[src/rtl/lc3_mem_ctrl.sv]
// LC-3 memory-side controller: request capture, programmable wait states, RAM access
// and the memory-mapped keyboard/display registers, with a one-cycle ready pulse.
module lc3_mem_ctrl #(
  parameter int ADDR_W      = 16,
  parameter int WAIT_STATES = 0
) (
  input  logic              clk_i,
  input  logic              rst_i,
  input  logic              mem_en_i,
  input  logic              mem_we_i,
  input  logic [15:0]       mem_addr_i,
  input  logic [15:0]       mem_wdata_i,
  output logic [15:0]       mem_rdata_o,
  output logic              mem_ready_o,
  output logic              ram_en_o,
  output logic              ram_we_o,
  output logic [ADDR_W-1:0] ram_addr_o,
  output logic [15:0]       ram_wdata_o,
  input  logic [15:0]       ram_rdata_i,
  input  logic              kb_valid_i,
  input  logic [7:0]        kb_data_i,
  output logic              kb_ready_o,
  output logic              dd_valid_o,
  output logic [7:0]        dd_data_o,
  input  logic              dd_ready_i
);

  localparam logic [15:0] KBSR = 16'hFE00;
  localparam logic [15:0] KBDR = 16'hFE02;
  localparam logic [15:0] DSR  = 16'hFE04;
  localparam logic [15:0] DDR  = 16'hFE06;

  localparam int CW = (WAIT_STATES > 1) ? $clog2(WAIT_STATES) : 1;
  localparam logic [CW-1:0] WMAX = (WAIT_STATES > 0) ? CW'(WAIT_STATES - 1) : '0;

  typedef enum logic [1:0] {S_IDLE, S_WAIT, S_ACCESS, S_RESP} state_e;

  state_e          state_q, state_d;
  logic            we_q, dev_q;
  logic [15:0]     addr_q, wdata_q, rsp_q, rdata_q, dev_rd;
  logic            ready_q;
  logic [CW-1:0]   cnt_q;
  logic            kb_full_q, dd_pend_q;
  logic [7:0]      kb_buf_q, dd_data_q;
  logic            stall, acc_done;

  // A DDR write waits in ACCESS while the previous character is still pending.
  assign stall    = dev_q && we_q && (addr_q == DDR) && dd_pend_q;
  assign acc_done = (state_q == S_ACCESS) && !stall;

  always_ff @(posedge clk_i) begin
    if (rst_i) state_q <= S_IDLE;
    else       state_q <= state_d;
  end

  always_comb begin
    state_d = state_q;
    case (state_q)
      S_IDLE:   if (mem_en_i) state_d = (WAIT_STATES == 0) ? S_ACCESS : S_WAIT;
      S_WAIT:   if (cnt_q == WMAX) state_d = S_ACCESS;
      S_ACCESS: if (!stall) state_d = S_RESP;
      S_RESP:   state_d = S_IDLE;
      default:  state_d = S_IDLE;
    endcase
  end

  always_comb begin
    ram_en_o    = (state_q == S_ACCESS) && !dev_q;
    ram_we_o    = (state_q == S_ACCESS) && !dev_q && we_q;
    ram_addr_o  = addr_q[ADDR_W-1:0];
    ram_wdata_o = wdata_q;
    mem_ready_o = ready_q;
    mem_rdata_o = rdata_q;
    kb_ready_o  = !kb_full_q;
    dd_valid_o  = dd_pend_q;
    dd_data_o   = dd_data_q;
  end

  always_comb begin
    dev_rd = '0;
    if (!we_q) begin
      case (addr_q)
        KBSR:    dev_rd = {kb_full_q, 15'b0};
        KBDR:    dev_rd = {8'h00, kb_buf_q};
        DSR:     dev_rd = {!dd_pend_q, 15'b0};
        default: dev_rd = '0;
      endcase
    end
  end

  always_ff @(posedge clk_i) begin
    if (rst_i) begin
      we_q      <= 1'b0;
      dev_q     <= 1'b0;
      addr_q    <= '0;
      wdata_q   <= '0;
      cnt_q     <= '0;
      rsp_q     <= '0;
      rdata_q   <= '0;
      ready_q   <= 1'b0;
      kb_full_q <= 1'b0;
      kb_buf_q  <= '0;
      dd_pend_q <= 1'b0;
      dd_data_q <= '0;
    end else begin
      ready_q <= 1'b0;
      rdata_q <= '0;
      if (state_q == S_IDLE && mem_en_i) begin
        we_q    <= mem_we_i;
        addr_q  <= mem_addr_i;
        wdata_q <= mem_wdata_i;
        dev_q   <= (mem_addr_i[15:9] == 7'h7F);
        cnt_q   <= '0;
      end
      if (state_q == S_WAIT) cnt_q <= cnt_q + CW'(1);
      // Device value is frozen at ACCESS so later keyboard traffic cannot alter it.
      if (acc_done && dev_q) rsp_q <= dev_rd;
      if (state_q == S_RESP) begin
        ready_q <= 1'b1;
        rdata_q <= we_q ? 16'h0000 : (dev_q ? rsp_q : ram_rdata_i);
      end
      if (acc_done && dev_q && !we_q && addr_q == KBDR) kb_full_q <= 1'b0;
      if (kb_valid_i && !kb_full_q) begin
        kb_full_q <= 1'b1;
        kb_buf_q  <= kb_data_i;
      end
      if (dd_pend_q && dd_ready_i) dd_pend_q <= 1'b0;
      if (acc_done && dev_q && we_q && addr_q == DDR) begin
        dd_pend_q <= 1'b1;
        dd_data_q <= wdata_q[7:0];
      end
    end
  end

endmodule

[config.mk]
export PLATFORM = sky130hd
export DESIGN_NAME = lc3_mem_ctrl
export DESIGN_NICKNAME = d
export VERILOG_FILES = /design/src/rtl/lc3_mem_ctrl.sv
export SDC_FILE = /design/constraint.sdc
export NUM_CORES = 1
export LEC_CHECK = 0
export ABC_AREA = 1
export BUFFER_PORTS_ARGS = -buffer_cell sky130_fd_sc_hd__buf_4
export CAP_MARGIN = 10
export CORE_AREA = 4 4 85 87
export DETAILED_ROUTE_END_ITERATION = 7
export DIE_AREA = 0 0 89 91
export GPL_ROUTABILITY_DRIVEN = 0
export GPL_TIMING_DRIVEN = 1
export PLACE_DENSITY = 0.77
export SYNTH_ARGS = -nofsm -noshare
export SYNTH_HDL_FRONTEND = slang
export SYNTH_SLANG_ARGS = --single-unit
[constraint.sdc]
create_clock -name clk_i -period 1.5 [get_ports clk_i]
set_input_delay 0.3 -clock clk_i [delete_from_list [all_inputs] [get_ports clk_i]]
set_output_delay 0.3 -clock clk_i [all_outputs]
set_load 0.01 [all_outputs]
==> flow_summary.toml <==
[floorplan]
die_area_mm2 = 0.008099
die_h_um = 91
placementRows = 29
chipWidth_um = 89
io_pins = 123
coreArea_mm2 = 0.006350
start_util = 0.4656

[routing]
routed_via_density = 4.916
drc_errors = 0
vias = 2871
detail-route-antenna-nets = 0
wire_per_inst_um = 13.48
drt_iter0_markers = 154
routed_wl_um = 7871
drt_pass1_iterations = 5

[power]
seqPwrFrac = 0.512
ir_drop_v = 0.0006737
p_switching_mw = 1.157
leakagePower_nw = 1.968
power_mw = 4.572
p_comb_frac = 0.150
power.internal_mw = 3.415
p_clk_frac = 0.339
p_sw_frac = 0.2530
power_density_mw_per_mm2 = 1057

[logic_synthesis]
syn_avg_cell_area_um2 = 8.034
ys.warnings.count = 0
syn-cell-area_mm2 = 0.002957
synth-seq-cells = 81
synthDistinctLibCells = 27
synth_seq_area_share = 0.5485
synthCells = 368
syn-num-nets = 430

[clock_network]
cts_max_level = 3
hold_buffers = 0
cts_sinks = 81
cts_tree = "built"
cts.clk_slew.worst_paths_ns = 0.07
clkLatencyLatePin_ns = 0.34
clockBufferDepth = 2
cts_root_buf = "clkbuf_8"
cts_buffers = 9

[placed_design]
numPortBuffers = 122
dp_slack_ns = -0.03070
dpl_cell_area_mm2 = 0.003986
placed_cells = 559
dp_hpwl_um = 5696

[grt]
track_usage = 0.1877
antenna_found_initial = 0
grt_pass1_vias = 2578
grt_pass1_wl_um = 12080
grt_overflow = 0
grt_max_degree = 32

[sta]
worst_pin_slew_ns = 0.3951
skew_ns = 0.004660
fin_ws_ns = 0.006653
fin_crit_sh = 0.9956
period_minus_slack_ns = 1.493
finalHoldViolations = 0
rsz0062_at_grt = "true"
setup_violations = 0
max_slew_margin = 0.7298
max_freq_ghz = 0.6696
slew_viol_final = 0
fin_setup_tns_ns = 0

[worst_setup_path]
worstSetupEndpoint = "rsp_q[7]$_SDFFE_PP0N_"
r2r-start = "ram_addr_o[9]$_SDFFE_PP0P_"
start_kind = "register"
worstSetupEndpointType = "register"
ff2ff_setup_slack_ns = 0.007
crit_required_ns = 1.78
arrival_ns = 1.77
cp_max_fo = 8
path_class = "reg -> reg"
startpoint = "ram_addr_o[9]$_SDFFE_PP0P_"
rr_worst_depth = 6
r2r_end = "rsp_q[7]$_SDFFE_PP0N_"

[cells_and_area]
instances_no_fill = 584
area_delta_synth_final_pct = 46.25
diodes = 0
final_nets = 564
final_area_mm2 = 0.004324
drive_above_1_share = 0.3570

[min_path]
hold_class = "in -> reg"

[run]
drv_cap = 0

[run_status]
outcome = "finished clean"
## cells by family (layout without fill, tap and decap cells)
family | count (synthesis) | after routing | share of synthesized area
buffers and inverters | 51 | 189 | 0.06897
AND/OR/NAND/NOR | 140 | 141 | 0.2095
AO/OA/AOI/OAI | 96 | 96 | 0.1731
flip-flops | 81 | 81 | 0.5485
## power groups by stage
stage / Clock (mW) / Sequential, mW / Combinational (mW)
floorplan: 0 / 2.41 / 0.265
global placement: 0 / 2.38 / 0.644
detailed placement: 0 / 2.38 / 0.654
CTS: 1.58 / 2.33 / 0.673
global route: 1.65 / 2.35 / 0.760
finish: 1.55 / 2.34 / 0.685
## flip-flops by register name, indices dropped and copies added (netlist names), 2 cells and up
signal / cells
dd_data_o: 8
kb_buf_q: 8
mem_rdata_o: 16
ram_addr_o: 16
ram_wdata_o: 16
rsp_q: 9
state_q: 2
## Yosys cell counts (all sizes together)
cell type / count / share of area
nor2: 72 / 0.094
and2: 1 / 0.0021
o21a: 9 / 0.023
clkbuf: 12 / 0.015
nor3: 4 / 0.0068
nor4: 1 / 0.0021
nand4: 14 / 0.032
nor3b: 1 / 0.0063
inv: 33 / 0.042
or2: 1 / 0.0021
o31ai: 1 / 0.0025
buf: 5 / 0.010
nand3: 6 / 0.014
o21bai: 1 / 0.0025
o21ai: 41 / 0.069
a21oi: 43 / 0.073
nand2: 40 / 0.051
clkinv: 1 / 0.0017
dfxtp: 81 / 0.55
a2111oi: 1 / 0.0030
## per-stage QoR
stage / hold WS, ns / util
after detailed placement: 0.4549 / 0.6278
after floorplan: 0.3886 / -
after CTS: 0.1607 / 0.6638
after global placement: 0.4492 / 0.6278
after global routing: 0.1775 / 0.6810
final: 0.1746 / 0.6810
## area by class of cell
cell class                      instances  area (um2)
Multi-Input combinational cell        237        1194
Tap cell                               77       96.34
Timing Repair Buffer                  139        1076
Inverter                               34       140.1
Clock inverter                          3       40.04
Fill cell                             537        2026
Sequential cell                        81        1629
Clock buffer                           13       148.9
## layout by cell type, fill, tap and decap left out, types with 2 or more instances in the layout
cell          n
a21oi_1      41
a21oi_2       2
buf_12        2
buf_4       135
buf_6         2
clkbuf_1      3
clkbuf_8     10
clkinv_2      2
clkinvlp_4    2
dfxtp_1      75
dfxtp_2       6
inv_1        27
inv_2         4
nand2_1      39
nand3_1       4
nand3_4       2
nand4_1      13
nor2_1       66
nor2_2        3
nor2_4        3
nor3_1        3
o21a_1        9
o21ai_0      40
## per-layer routing
| layer | part of all wire | GRT usage |
|---|---|---|
| met5 | 0 | 0 |
| met4 | 0.010 | 0.07072 |
| met3 | 0.097 | 0.05068 |
| met2 | 0.48 | 0.3057 |
| met1 | 0.41 | 0.2354 |
## worst min path at each step
| stage | from | to | slack, ns | cells past startpoint |
|---|---|---|---|---|
| after floorplan | rst_i | state_q[1]$_SDFFE_PP0P_ | 0.39 | 1 |
| after global placement | dd_data_o[2]$_SDFFE_PP0P_ | dd_data_o[2]$_SDFFE_PP0P_ | 0.45 | 1 |
| after detailed placement | dd_data_o[2]$_SDFFE_PP0P_ | dd_data_o[2]$_SDFFE_PP0P_ | 0.45 | 1 |
| after CTS | ram_rdata_i[8] | mem_rdata_o[8]$_SDFF_PP0_ | 0.16 | 3 |
| after global routing | ram_rdata_i[11] | mem_rdata_o[11]$_SDFF_PP0_ | 0.18 | 3 |
| final | ram_rdata_i[8] | mem_rdata_o[8]$_SDFF_PP0_ | 0.17 | 3 |
## timing repair
action                     4_1_cts  5_1_grt
setup endpoints to repair       10       20
pin swaps                        1       14
gates cloned                     0        1
resized for setup                3       24
buffers inserted                 4        4
## worst max-delay path, stage by stage, from the launching register on
cell     delay, ns
dfxtp_1       0.37
nand4_1       0.19
nor2_4        0.23
nor3b_4       0.22
buf_6         0.15
nand4_1       0.11
a21oi_2       0.15
Note: power is estimated with default switching activity, not from simulation.
